<file path="src/rtl/bcd_serial_addsub.sv">
// Digit-serial packed-BCD adder/subtractor, one digit per clock, LSD first.
// Optional invalid-digit checking is enabled by defining BCD_DIGIT_CHECK_EN.
module bcd_serial_addsub #(
  parameter int unsigned NDIGITS = 4
) (
  input  logic                   clk,
  input  logic                   rst_n,
  input  logic                   start,
  input  logic                   sub,
  input  logic [4*NDIGITS-1:0]   a,
  input  logic [4*NDIGITS-1:0]   b,
  input  logic                   cin,
  output logic [4*NDIGITS-1:0]   sum,
  output logic                   cout,
  output logic                   busy,
  output logic                   done,
  output logic                   err
);

  localparam int unsigned W  = 4 * NDIGITS;
  localparam int unsigned IW = (NDIGITS > 1) ? $clog2(NDIGITS) : 1;

  localparam logic [1:0] S_IDLE = 2'd0;
  localparam logic [1:0] S_RUN  = 2'd1;
  localparam logic [1:0] S_DONE = 2'd2;

  logic [1:0]    state_q, state_d;
  logic [W-1:0]  a_q, a_d, b_q, b_d, sum_q, sum_d;
  logic [IW-1:0] idx_q, idx_d;
  logic          sub_q, sub_d, carry_q, carry_d;
  logic          cout_q, cout_d, busy_q, busy_d, done_q, done_d;
  logic          mask_c;

  // One decimal digit slice: nines' complement of B for subtract, then +6 correction.
  logic [3:0] bd_c, dig_c;
  logic [4:0] t_c;
  logic       dcarry_c;

  always_comb begin
    bd_c     = sub_q ? (4'd9 - b_q[3:0]) : b_q[3:0];
    t_c      = 5'(a_q[3:0]) + 5'(bd_c) + 5'(carry_q);
    dcarry_c = (t_c > 5'd9);
    dig_c    = dcarry_c ? (t_c[3:0] + 4'd6) : t_c[3:0];
  end

  always_comb begin
    state_d = state_q;
    a_d     = a_q;
    b_d     = b_q;
    sub_d   = sub_q;
    carry_d = carry_q;
    idx_d   = idx_q;
    sum_d   = sum_q;
    cout_d  = cout_q;
    busy_d  = busy_q;
    done_d  = 1'b0;
    case (state_q)
      S_IDLE: begin
        if (start) begin
          a_d     = a;
          b_d     = b;
          sub_d   = sub;
          carry_d = sub ? ~cin : cin;
          idx_d   = '0;
          busy_d  = 1'b1;
          state_d = S_RUN;
        end
      end
      S_RUN: begin
        // Result digits enter at the top and shift down; digit 0 lands at [3:0].
        sum_d   = (sum_q >> 4) | (W'(dig_c) << (W - 4));
        cout_d  = dcarry_c;
        carry_d = dcarry_c;
        a_d     = a_q >> 4;
        b_d     = b_q >> 4;
        idx_d   = IW'(idx_q + 1'b1);
        if (idx_q == IW'(NDIGITS - 1)) state_d = S_DONE;
      end
      S_DONE: begin
        busy_d  = 1'b0;
        done_d  = 1'b1;
        state_d = S_IDLE;
        if (mask_c) begin
          sum_d  = '0;
          cout_d = 1'b0;
        end
      end
      default: state_d = S_IDLE;
    endcase
  end

  always_ff @(posedge clk or negedge rst_n) begin
    if (!rst_n) begin
      state_q <= S_IDLE;
      a_q     <= '0;
      b_q     <= '0;
      sub_q   <= 1'b0;
      carry_q <= 1'b0;
      idx_q   <= '0;
      sum_q   <= '0;
      cout_q  <= 1'b0;
      busy_q  <= 1'b0;
      done_q  <= 1'b0;
    end else begin
      state_q <= state_d;
      a_q     <= a_d;
      b_q     <= b_d;
      sub_q   <= sub_d;
      carry_q <= carry_d;
      idx_q   <= idx_d;
      sum_q   <= sum_d;
      cout_q  <= cout_d;
      busy_q  <= busy_d;
      done_q  <= done_d;
    end
  end

`ifdef BCD_DIGIT_CHECK_EN
  logic bad_q, bad_d, err_q, err_d, in_bad_c;

  always_comb begin
    in_bad_c = 1'b0;
    for (int i = 0; i < int'(NDIGITS); i++) begin
      if ((a[4*i +: 4] > 4'd9) || (b[4*i +: 4] > 4'd9)) in_bad_c = 1'b1;
    end
  end

  // Bad-digit status is captured with the operands and published at completion.
  always_comb begin
    bad_d = bad_q;
    err_d = err_q;
    if ((state_q == S_IDLE) && start) begin
      bad_d = in_bad_c;
      err_d = 1'b0;
    end else if ((state_q == S_DONE) && bad_q) begin
      err_d = 1'b1;
    end
  end

  always_ff @(posedge clk or negedge rst_n) begin
    if (!rst_n) begin
      bad_q <= 1'b0;
      err_q <= 1'b0;
    end else begin
      bad_q <= bad_d;
      err_q <= err_d;
    end
  end

  assign mask_c = bad_q;
  assign err    = err_q;
`else
  assign mask_c = 1'b0;
  assign err    = 1'b0;
`endif

  assign sum  = sum_q;
  assign cout = cout_q;
  assign busy = busy_q;
  assign done = done_q;

endmodule
</file>
<file path="config.mk">
export PLATFORM = sky130hd
export DESIGN_NAME = bcd_serial_addsub
export DESIGN_NICKNAME = d
export VERILOG_FILES = /design/src/rtl/bcd_serial_addsub.sv
export SDC_FILE = /design/constraint.sdc
export NUM_CORES = 1
export LEC_CHECK = 0
export BUFFER_PORTS_ARGS = -buffer_cell sky130_fd_sc_hd__buf_2
export CORE_MARGIN = 3
export CORE_UTILIZATION = 50
export DETAILED_ROUTE_END_ITERATION = 8
export PLACE_DENSITY = 0.73
export SETUP_SLACK_MARGIN = 0.4
export SYNTH_ARGS = -nofsm -noshare
export SYNTH_HDL_FRONTEND = slang
export SYNTH_SLANG_ARGS = --single-unit
</file>
<file path="constraint.sdc">
create_clock -name clk -period 4 [get_ports clk]
set_input_delay 0.8 -clock clk [delete_from_list [all_inputs] [get_ports clk]]
set_output_delay 0.8 -clock clk [all_outputs]
set_load 0.02 [all_outputs]
</file>
==> flow_summary.toml, run 1 <==
[timing]
maxSlewViolCount = 0
holdWs_ps = 472
relSlewSlack = 0.319
fin_setup_tns_ps = 0
clock_skew_ps = 9.65
hold_viol_final = 0
worst_pin_slew_ps = 1020
finalCriticalPeriod_ps = 2680
fin_crit_sh = 0.670
fmax_mhz = 373
setup_viol = 0
rsz0062_at_grt = "false"

[finish]
drive_above_1_share = 0.225
fin_nets = 396
antennaDiodeCount = 0
fin_cells = 426
fill_cells = 469
syn_to_final_growth_pct = 18.1

[setup_path]
slowest_delay_ps = 420
critPathMaxFanout = 5
worstSetupEndpointType = "flip-flop"
worstPathArrival_ps = 2890
crit_type = "flip-flop to flip-flop"
cp_slowest_cell = "dfrtp_1"
critPathLaunchType = "flip-flop"
path_cells = "xnor2_1 -> fa_1 -> inv_1 -> fa_1 -> xnor2_1 -> ha_1 -> a22o_1 -> o21a_2 -> mux2_4"
required_ps = 4210

[worst_hold_path]
min_path_type = "flip-flop to flip-flop"

[clock_tree]
numCtsBuffers = 9
ctsResizeCount = 0
cts_tree = "yes"
cts_hold_buf = 0
clock_latency_ps = 330
clockBufferDepth = 2
root_buffer = "clkbuf_8"
h-tree-depth = 3
cts_sinks = 57
cts_setup_buffers = 0
path_clk_slew_ps = 60

[routing]
postRouteWirelength_um = 5980
wl_per_cell_um = 14.0
ant_nets = 0
drtIter0Drc = 130
via_count = 2255
vias_per_cell = 5.29
drc = 0
first_pass_iters = 5

[power]
leakage_nw = 1.62
seq_power_share = 0.337
power.density_nw_per_um2 = 953
switching_power_mw = 1.30
power.internal_mw = 1.85
pwr-share-comb = 0.489
pwr-share-clk = 0.174
ir_drop_mv = 0.557
total_power_mw = 3.15
switching_share = 0.413

[run]
maxCapViolations = 0

[yosys]
synthXorXnorAreaFrac = 0.0156
avgSynthCellArea_um2 = 9.35
synth_edf_count = 0
synth_top_family_by_area = "compound AO/OA/AOI/OAI gates"
synthAdderAreaFrac = 0.0411
syn_nets = 345
ys_top_cells_by_area = "dfrtp_1 (51%), nand2_1 (7.4%), a21oi_1 (6.2%), o21ai_0 (5.4%), nor2b_1 (4.9%)"
synth_cell_type_count = 36
ys_ff_latch = 57
async_flop_share = 1.00
yosys.area_share.simple = 0.166
synth_top_cell_area_share = 0.509
synth_cells = 300
syn_area_um2 = 2800
synthFlopType = "dfrtp_1"
yosysWarningCount = 0
yosysSeqAreaShare = 0.509
yosysTopAreaCell = "dfrtp_1"
synth_mux_area_frac = 0.0375
synth_compound_area_frac = 0.187

[die]
io-pin-count = 57
dieWidth_um = 80.9
initial_core_util = 0.532
die_h_um = 80.9
die-area_um2 = 6540
core-area_um2 = 5270
rows = 26

[placement]
gp_congestion = 0.908
io_buffers = 55
dp.cells = 410
hpwl_um = 4010

[global_route]
grt_pass1_wl_um = 10100
grt_usage = 0.203
grt_remaining_overflow = 0
grt_max_degree = 36
antenna_found_initial = 0
grt_pass1_vias = 2179

[run_status]
status = "complete, no violations"
==> state kept, by name, indices dropped and copies added, names as in the netlist <==
register  cells
b_q          16
sub_q         1
cout          1
carry_q       1
a_q          16
busy          1
idx_q         2
sum          16
done          1
state_q       2
==> final timing paths <==
check | startpoint | end | slack (ps) | depth (start not counted)
worst max register to register | sub_q | sum[14] | 1320 | 9
worst min-delay path | sum[0] | sum[0] | 470 | 2
worst max-delay path | sub_q | sum[14] | 1320 | 9
min in group asynchronous | rst_n | sum[3] | 510 | 1
worst min register to register | sum[0] | sum[0] | 470 | 2
max in group asynchronous | rst_n | a_q[11] | 2670 | 2
==> per-layer routing <==
| metal | GRT usage | part of all wire | wire length (µm) |
|---|---|---|---|
| met5 | 0 | 0 | 0 |
| met3 | 0.0466 | 0.051 | 307 |
| met4 | 0.0912 | 0.010 | 61 |
| met1 | 0.274 | 0.47 | 2840 |
| met2 | 0.313 | 0.46 | 2780 |
==> critical path, delay by kind of cell, from the launching register on <==
family	cells	cell delay, ps
compound gates	2	390
xor+xnor	2	530
fa+ha+maj	3	870
buf+inv	1	60
flops	1	420
mux	1	300
==> synth_stat cells (all sizes together), types with 2 or more instances <==
cell,count
fa,2
o21ai,30
inv,7
nor2,18
a22o,2
nor2b,22
a21o,2
mux2i,9
dfrtp,57
and2,2
nand2,55
clkbuf,11
buf,8
ha,6
a21oi,35
a22oi,13
xnor2,5
==> cells in the final DEF, fill, tap and decap left out, types with 2 or more instances in the layout <==
cell type  netlist  layout
dfrtp_1         57      57
nand2_1         55      55
buf_2            5      55
a21oi_1         35      35
o21ai_0         30      30
nor2b_1         22      21
nor2_1          17      17
a22oi_1         13      13
clkbuf_8         0      12
mux2i_1          9       9
inv_1            7       7
ha_1             6       6
xnor2_1          5       5
buf_4            1       4
a22o_1           2       2
a21o_2           2       2
and2_1           2       2
fa_1             2       2
clkbuf_1        11       2
==> cells by family (layout without fill, tap and decap cells) <==
kind of cell / Yosys count / count (layout)
DFF: 57 / 57
other: 1 / 1
and+or+nand+nor: 103 / 103
buffers and inverters: 26 / 82
AOI/OAI and AO/OA: 90 / 90
xor gates and xnor gates: 5 / 5
muxes: 10 / 10
adders and majority gates: 8 / 8
==> power by group through the flow <==
stage          Combinational (mW)  Clock (mW)  Sequential, mW
5_1_grt                      1.74       0.590            1.10
4_1_cts                      1.55       0.563            1.06
2_1_floorplan                1.13           0            1.10
6_report                     1.54       0.549            1.06
3_3_place_gp                 1.48           0            1.06
3_5_place_dp                 1.55           0            1.08
==> per-stage QoR <==
step | area (µm²) | setup WS, ps | util
2_1_floorplan | 2800 | 1540 | -
3_3_place_gp | 3100 | 1460 | 0.589
3_5_place_dp | 3100 | 1320 | 0.589
4_1_cts | 3310 | 1320 | 0.628
5_1_grt | 3310 | 1170 | 0.628
6_report | 3310 | 1320 | 0.628
==> final cells by class <==
type / instances / area [µm²] / share of cell area
clock buffer: 14 / 173 / 0.0522
clock inverter: 2 / 35.0 / 0.0106
inverter: 7 / 26.3 / 0.00794
multi-input combinational: 217 / 1260 / 0.380
sequential: 57 / 1430 / 0.431
tap: 70 / 87.6 / 0.0265
timing repair buffer: 59 / 305 / 0.0922
Power figures use the tool's default switching activity.
==> inputs of run 2 (changes only) <==
--- a/config.mk
+++ b/config.mk
@@ -7,9 +7,9 @@
 export LEC_CHECK = 0
 export BUFFER_PORTS_ARGS = -buffer_cell sky130_fd_sc_hd__buf_2
 export CORE_MARGIN = 3
-export CORE_UTILIZATION = 50
+export CORE_UTILIZATION = 49
 export DETAILED_ROUTE_END_ITERATION = 8
-export PLACE_DENSITY = 0.73
+export PLACE_DENSITY = 0.74
 export SETUP_SLACK_MARGIN = 0.4
 export SYNTH_ARGS = -nofsm -noshare
 export SYNTH_HDL_FRONTEND = slang
==> constraint.sdc (replaced) <==
create_clock -name clk -period 2.2 [get_ports clk]
set_input_delay 0.44 -clock clk [delete_from_list [all_inputs] [get_ports clk]]
set_output_delay 0.44 -clock clk [all_outputs]
set_load 0.02 [all_outputs]
==> run 2 against run 1 <==
The run now ends with setup timing left. Worst hold slack got worse by 450 ps. Clock power increased by 77%. Combinational power increased to 2.7 times the previous value. Clock skew decreased by 1.2 ps. Sequential cell count unchanged. Final cell count increased by 5.4%. Critical path type unchanged. Largest power group unchanged.
==> flow_summary.toml, run 2 (synthesized netlist as in run 1, its figures left out) <==
[timing]
finalCriticalPeriod_ps = 2510
fin_setup_tns_ps = -1220
setup_viol = 5
hold_viol_final = 0
rsz0062_at_grt = "true"
maxSlewViolCount = 0
setup_slack_ps = -314
clock_skew_ps = 8.43
fmax_mhz = 398
fin_crit_sh = 1.14

[finish]
fin_nets = 420
antennaDiodeCount = 0
stdcell_area_um2 = 3580
final_common_cell = "dfrtp_1"
drive_above_1_share = 0.311
fill_cells = 440
syn_to_final_growth_pct = 27.6
final_cell_mix = "dfrtp_1 (57), nand2_1 (55), buf_2 (55)"

[placement]
io_buffers = 55
placed_area_um2 = 3280
gp_congestion = 0.871
hpwl_um = 4420

[clock_tree]
cts_hold_buf = 0
cts_tree = "yes"
numCtsBuffers = 9
clock_latency_ps = 340
clockBufferDepth = 2
cts_sinks = 57
root_buffer = "clkbuf_8"
h-tree-depth = 3
path_clk_slew_ps = 60

[die]
io-pin-count = 57
core-area_um2 = 5300
rows = 26
dieWidth_um = 81.6
initial_core_util = 0.529
die_h_um = 81.6
die-area_um2 = 6670

[run_status]
violations = "setup timing"
status = "finished, violations left"

[routing]
wl_per_cell_um = 14.4
first_pass_iters = 4
wl_met2_um = 3250
drtIter0Drc = 70
highest_layer = "met4"
postRouteWirelength_um = 6480
wl_met3_um = 349
via_count = 2362
vias_per_cell = 5.26
met1_length_um = 2820
ant_nets = 0
drc = 0

[power]
switching_power_mw = 2.79
seq_power_share = 0.265
switching_share = 0.400
power.internal_mw = 4.19
total_power_mw = 6.98
power.density_nw_per_um2 = 1950
pwr-share-clk = 0.139
ir_drop_mv = 1.10
pwr-share-comb = 0.595
leakage_nw = 1.77

[setup_path]
cp_slowest_cell = "fa_2"
path_cells = "xnor2_2 -> fa_2 -> inv_2 -> fa_2 -> buf_4 -> nor2_1 -> a22o_4 -> o21a_2 -> mux2_4"
worst-path-buf-inv = 2
critPathMaxFanout = 4
critPathLaunchType = "flip-flop"
cp_common_cell = "fa_2"
required_ps = 2420
slowest_delay_ps = 440
r2r_slack_ps = -310
cp_top_family = "adder cells"
worstPathArrival_ps = 2740
worstSetupEndpointType = "flip-flop"
crit_type = "flip-flop to flip-flop"

[global_route]
antenna_found_initial = 0
grt_pass1_vias = 2340
grt_max_degree = 36
grt_pass1_wl_um = 10800
grt_remaining_overflow = 0
grt_usage = 0.215

[worst_hold_path]
min_path_type = "primary input to async pin"

[run]
maxCapViolations = 0
run 2: metrics by stage:
step	setup slack (ps)	hold WS [ps]	std cells	util
floorplan	-240	144	300	-
global placement	-263	376	432	0.619
detailed placement	-368	387	432	0.619
CTS	-279	25.1	448	0.667
global route	-411	42.4	449	0.675
finish	-314	23.9	449	0.675
run 2: worst paths after layout:
check | start | endpoint | depth (start not counted)
setup / recovery | b_q[0] | sum[14] | 9
hold / removal | rst_n | sum[5] | 1
setup reg to reg | b_q[0] | sum[14] | 9
hold reg to reg | sum[1] | sum[1] | 2
max in group asynchronous | rst_n | a_q[6] | 2
min in group clk | a[15] | a_q[15] | 3
run 2: routing by layer:
metal,vias up,track usage
met3,4,0.0658
met4,0,0.0814
met5,-,0
li1,1174,-
met2,60,0.353
met1,1124,0.266
run 2: power groups by stage:
stage,clock network (mW),registers (mW),logic (mW)
2_1_floorplan,0,1.99,2.05
3_3_place_gp,0,1.83,3.28
3_5_place_dp,0,1.86,3.41
4_1_cts,0.994,1.85,3.79
5_1_grt,1.05,1.92,4.62
6_report,0.974,1.85,4.16
run 2: repair_timing:
action,in CTS,in global routing
hold endpoints to repair,0,0
setup buffers,1,1
gates resized for setup,14,5
pin swaps,4,1
endpoints found under the setup margin,5,5
run 2: final cells by class:
type                    count  area [µm²]  area share
flip-flops and latches     57        1430       0.399
multi-input cells         217        1340       0.375
repair buffers             83         502       0.140
clock buffers              12         155      0.0434
well taps                  70        87.6      0.0245
clock inverters             3        40.0      0.0112
inverters                   7        26.3     0.00735
==> inputs of run 3 (changes only) <==
--- a/config.mk
+++ b/config.mk
@@ -7,9 +7,9 @@
 export LEC_CHECK = 0
 export BUFFER_PORTS_ARGS = -buffer_cell sky130_fd_sc_hd__buf_2
 export CORE_MARGIN = 3
-export CORE_UTILIZATION = 49
+export CORE_UTILIZATION = 50
 export DETAILED_ROUTE_END_ITERATION = 8
-export PLACE_DENSITY = 0.74
+export PLACE_DENSITY = 0.73
 export SETUP_SLACK_MARGIN = 0.4
 export SYNTH_ARGS = -nofsm -noshare
 export SYNTH_HDL_FRONTEND = slang
==> constraint.sdc (replaced) <==
create_clock -name clk -period 3.2 [get_ports clk]
set_input_delay 0.64 -clock clk [delete_from_list [all_inputs] [get_ports clk]]
set_output_delay 0.64 -clock clk [all_outputs]
set_load 0.02 [all_outputs]
==> run 3 against run 2 <==
The run now ends clean. Register-to-register slack improved by 860 ps. Global-route usage about the same. Combinational power decreased by 51%. First-iteration DRC count increased by 120%. Clock-buffer cell count increased by 2. Setup slack improved by 860 ps.
==> flow_summary.toml, run 3 (synthesized netlist as in run 1, its figures left out) <==
[worst_hold_path]
min_path_type = "primary input to async pin"

[finish]
antennaDiodeCount = 0
final_common_cell = "dfrtp_1"
final_cell_mix = "dfrtp_1 (57), nand2_1 (55), buf_2 (55)"
syn_to_final_growth_pct = 18.1
fill_cells = 457
fin_nets = 401
multi_input_area_um2 = 1260
utilization = 0.628
drive_above_1_share = 0.231
regArea_um2 = 1430

[power]
power.density_nw_per_um2 = 1180
leakage_nw = 1.62
power.internal_mw = 2.26
ir_drop_mv = 0.541
pwr-share-comb = 0.524
seq_power_share = 0.330
pwr-share-clk = 0.146
switching_power_mw = 1.66
switching_share = 0.425

[setup_path]
critPathLaunchType = "flip-flop"
r2r_start = "sub_q"
crit_type = "flip-flop to flip-flop"
reg2reg_to = "sum[14]"
required_ps = 3410
worstPathArrival_ps = 2870
critPathMaxFanout = 5
r2r_slack_ps = 540
ff2ff_path_depth = 9
worstSetupEndpointType = "flip-flop"

[routing]
via_count = 2334
wl_per_cell_um = 14.5
drc = 0
first_pass_iters = 4
vias_per_cell = 5.44
ant_nets = 0
postRouteWirelength_um = 6230
drtIter0Drc = 154

[clock_tree]
clockBufferDepth = 2
cts_tree = "yes"
cts_sinks = 57
clock_latency_ps = 330
root_buffer = "clkbuf_8"
path_clk_slew_ps = 60
numCtsBuffers = 9
h-tree-depth = 3

[timing]
fmax_mhz = 376
rsz0062_at_grt = "false"
finalCriticalPeriod_ps = 2660
fin_setup_tns_ps = 0
maxSlewViolCount = 0
clock_skew_ps = 6.44
fin_crit_sh = 0.830
hold_viol_final = 0
setup_viol = 0
worst_pin_slew_ps = 707
relSlewSlack = 0.529

[die]
dieWidth_um = 80.9
core-area_um2 = 5270
die-area_um2 = 6540
rows = 26
die_h_um = 80.9
initial_core_util = 0.532
io-pin-count = 57

[run_status]
status = "complete, no violations"

[placement]
hpwl_um = 4210
io_buffers = 55
gp_congestion = 0.901

[global_route]
grt_pass1_wl_um = 10600
antenna_found_initial = 0
grt_usage = 0.215
grt_pass1_vias = 2214
grt_max_degree = 58
grt_remaining_overflow = 0

[run]
maxCapViolations = 0
[run 3: what timing repair did]
item	in CTS	in global routing
resized for setup	0	1
setup endpoints to repair	0	1
hold buffers	0	0
buffers inserted	0	0
[run 3: final cells by class]
class	instances	area share
Tap cell	70	0.0265
Inverter	7	0.00794
Timing Repair Buffer	64	0.104
Multi-Input combinational cell	217	0.382
Clock buffer	14	0.0491
Sequential cell	57	0.431
[run 3: worst max-delay path, stage by stage (launching register included)]
cell	delay [ps]
dfrtp_1	420
xnor2_1	200
fa_1	210
inv_1	60
fa_1	430
xnor2_2	190
ha_1	240
a22o_1	250
o21a_2	250
mux2_4	300
[run 3: power groups by stage]
stage          Clock (mW)  Combinational [mW]  Sequential [mW]
2_1_floorplan           0                1.41             1.37
3_3_place_gp            0                1.93             1.29
3_5_place_dp            0                2.01             1.31
4_1_cts             0.583                2.03             1.30
5_1_grt             0.625                2.32             1.34
6_report            0.572                2.05             1.30
[run 3: worst max path at each step]
stage	cells past startpoint	end	from
2_1_floorplan	9	sum[14]	sub_q
3_3_place_gp	9	sum[14]	sub_q
3_5_place_dp	9	sum[14]	sub_q
4_1_cts	9	sum[14]	sub_q
5_1_grt	9	sum[14]	sub_q
6_report	9	sum[14]	sub_q
[run 3: stage by stage]
| stage | worst slack (ps) | cells | hold WS [ps] | power [mW] | area [µm²] |
|---|---|---|---|---|---|
| 6_report | 543 | 429 | 435 | 3.92 | 3310 |
| 5_1_grt | 447 | 429 | 505 | 4.28 | 3310 |
| 4_1_cts | 530 | 429 | 471 | 3.91 | 3300 |
| 3_5_place_dp | 545 | 415 | 462 | 3.31 | 3140 |
| 3_3_place_gp | 660 | 415 | 452 | 3.22 | 3140 |
| 2_1_floorplan | 742 | 300 | 344 | 2.78 | 2800 |
[run 3: layer usage]
metal | routed length [µm] | part of all wire | vias to the layer above | track usage
li1 | - | - | 1134 | -
met1 | 2850 | 0.46 | 1105 | 0.297
met2 | 2870 | 0.46 | 84 | 0.323
met3 | 390 | 0.063 | 11 | 0.0410
met4 | 120 | 0.019 | 0 | 0.110
met5 | 0 | 0 | - | 0
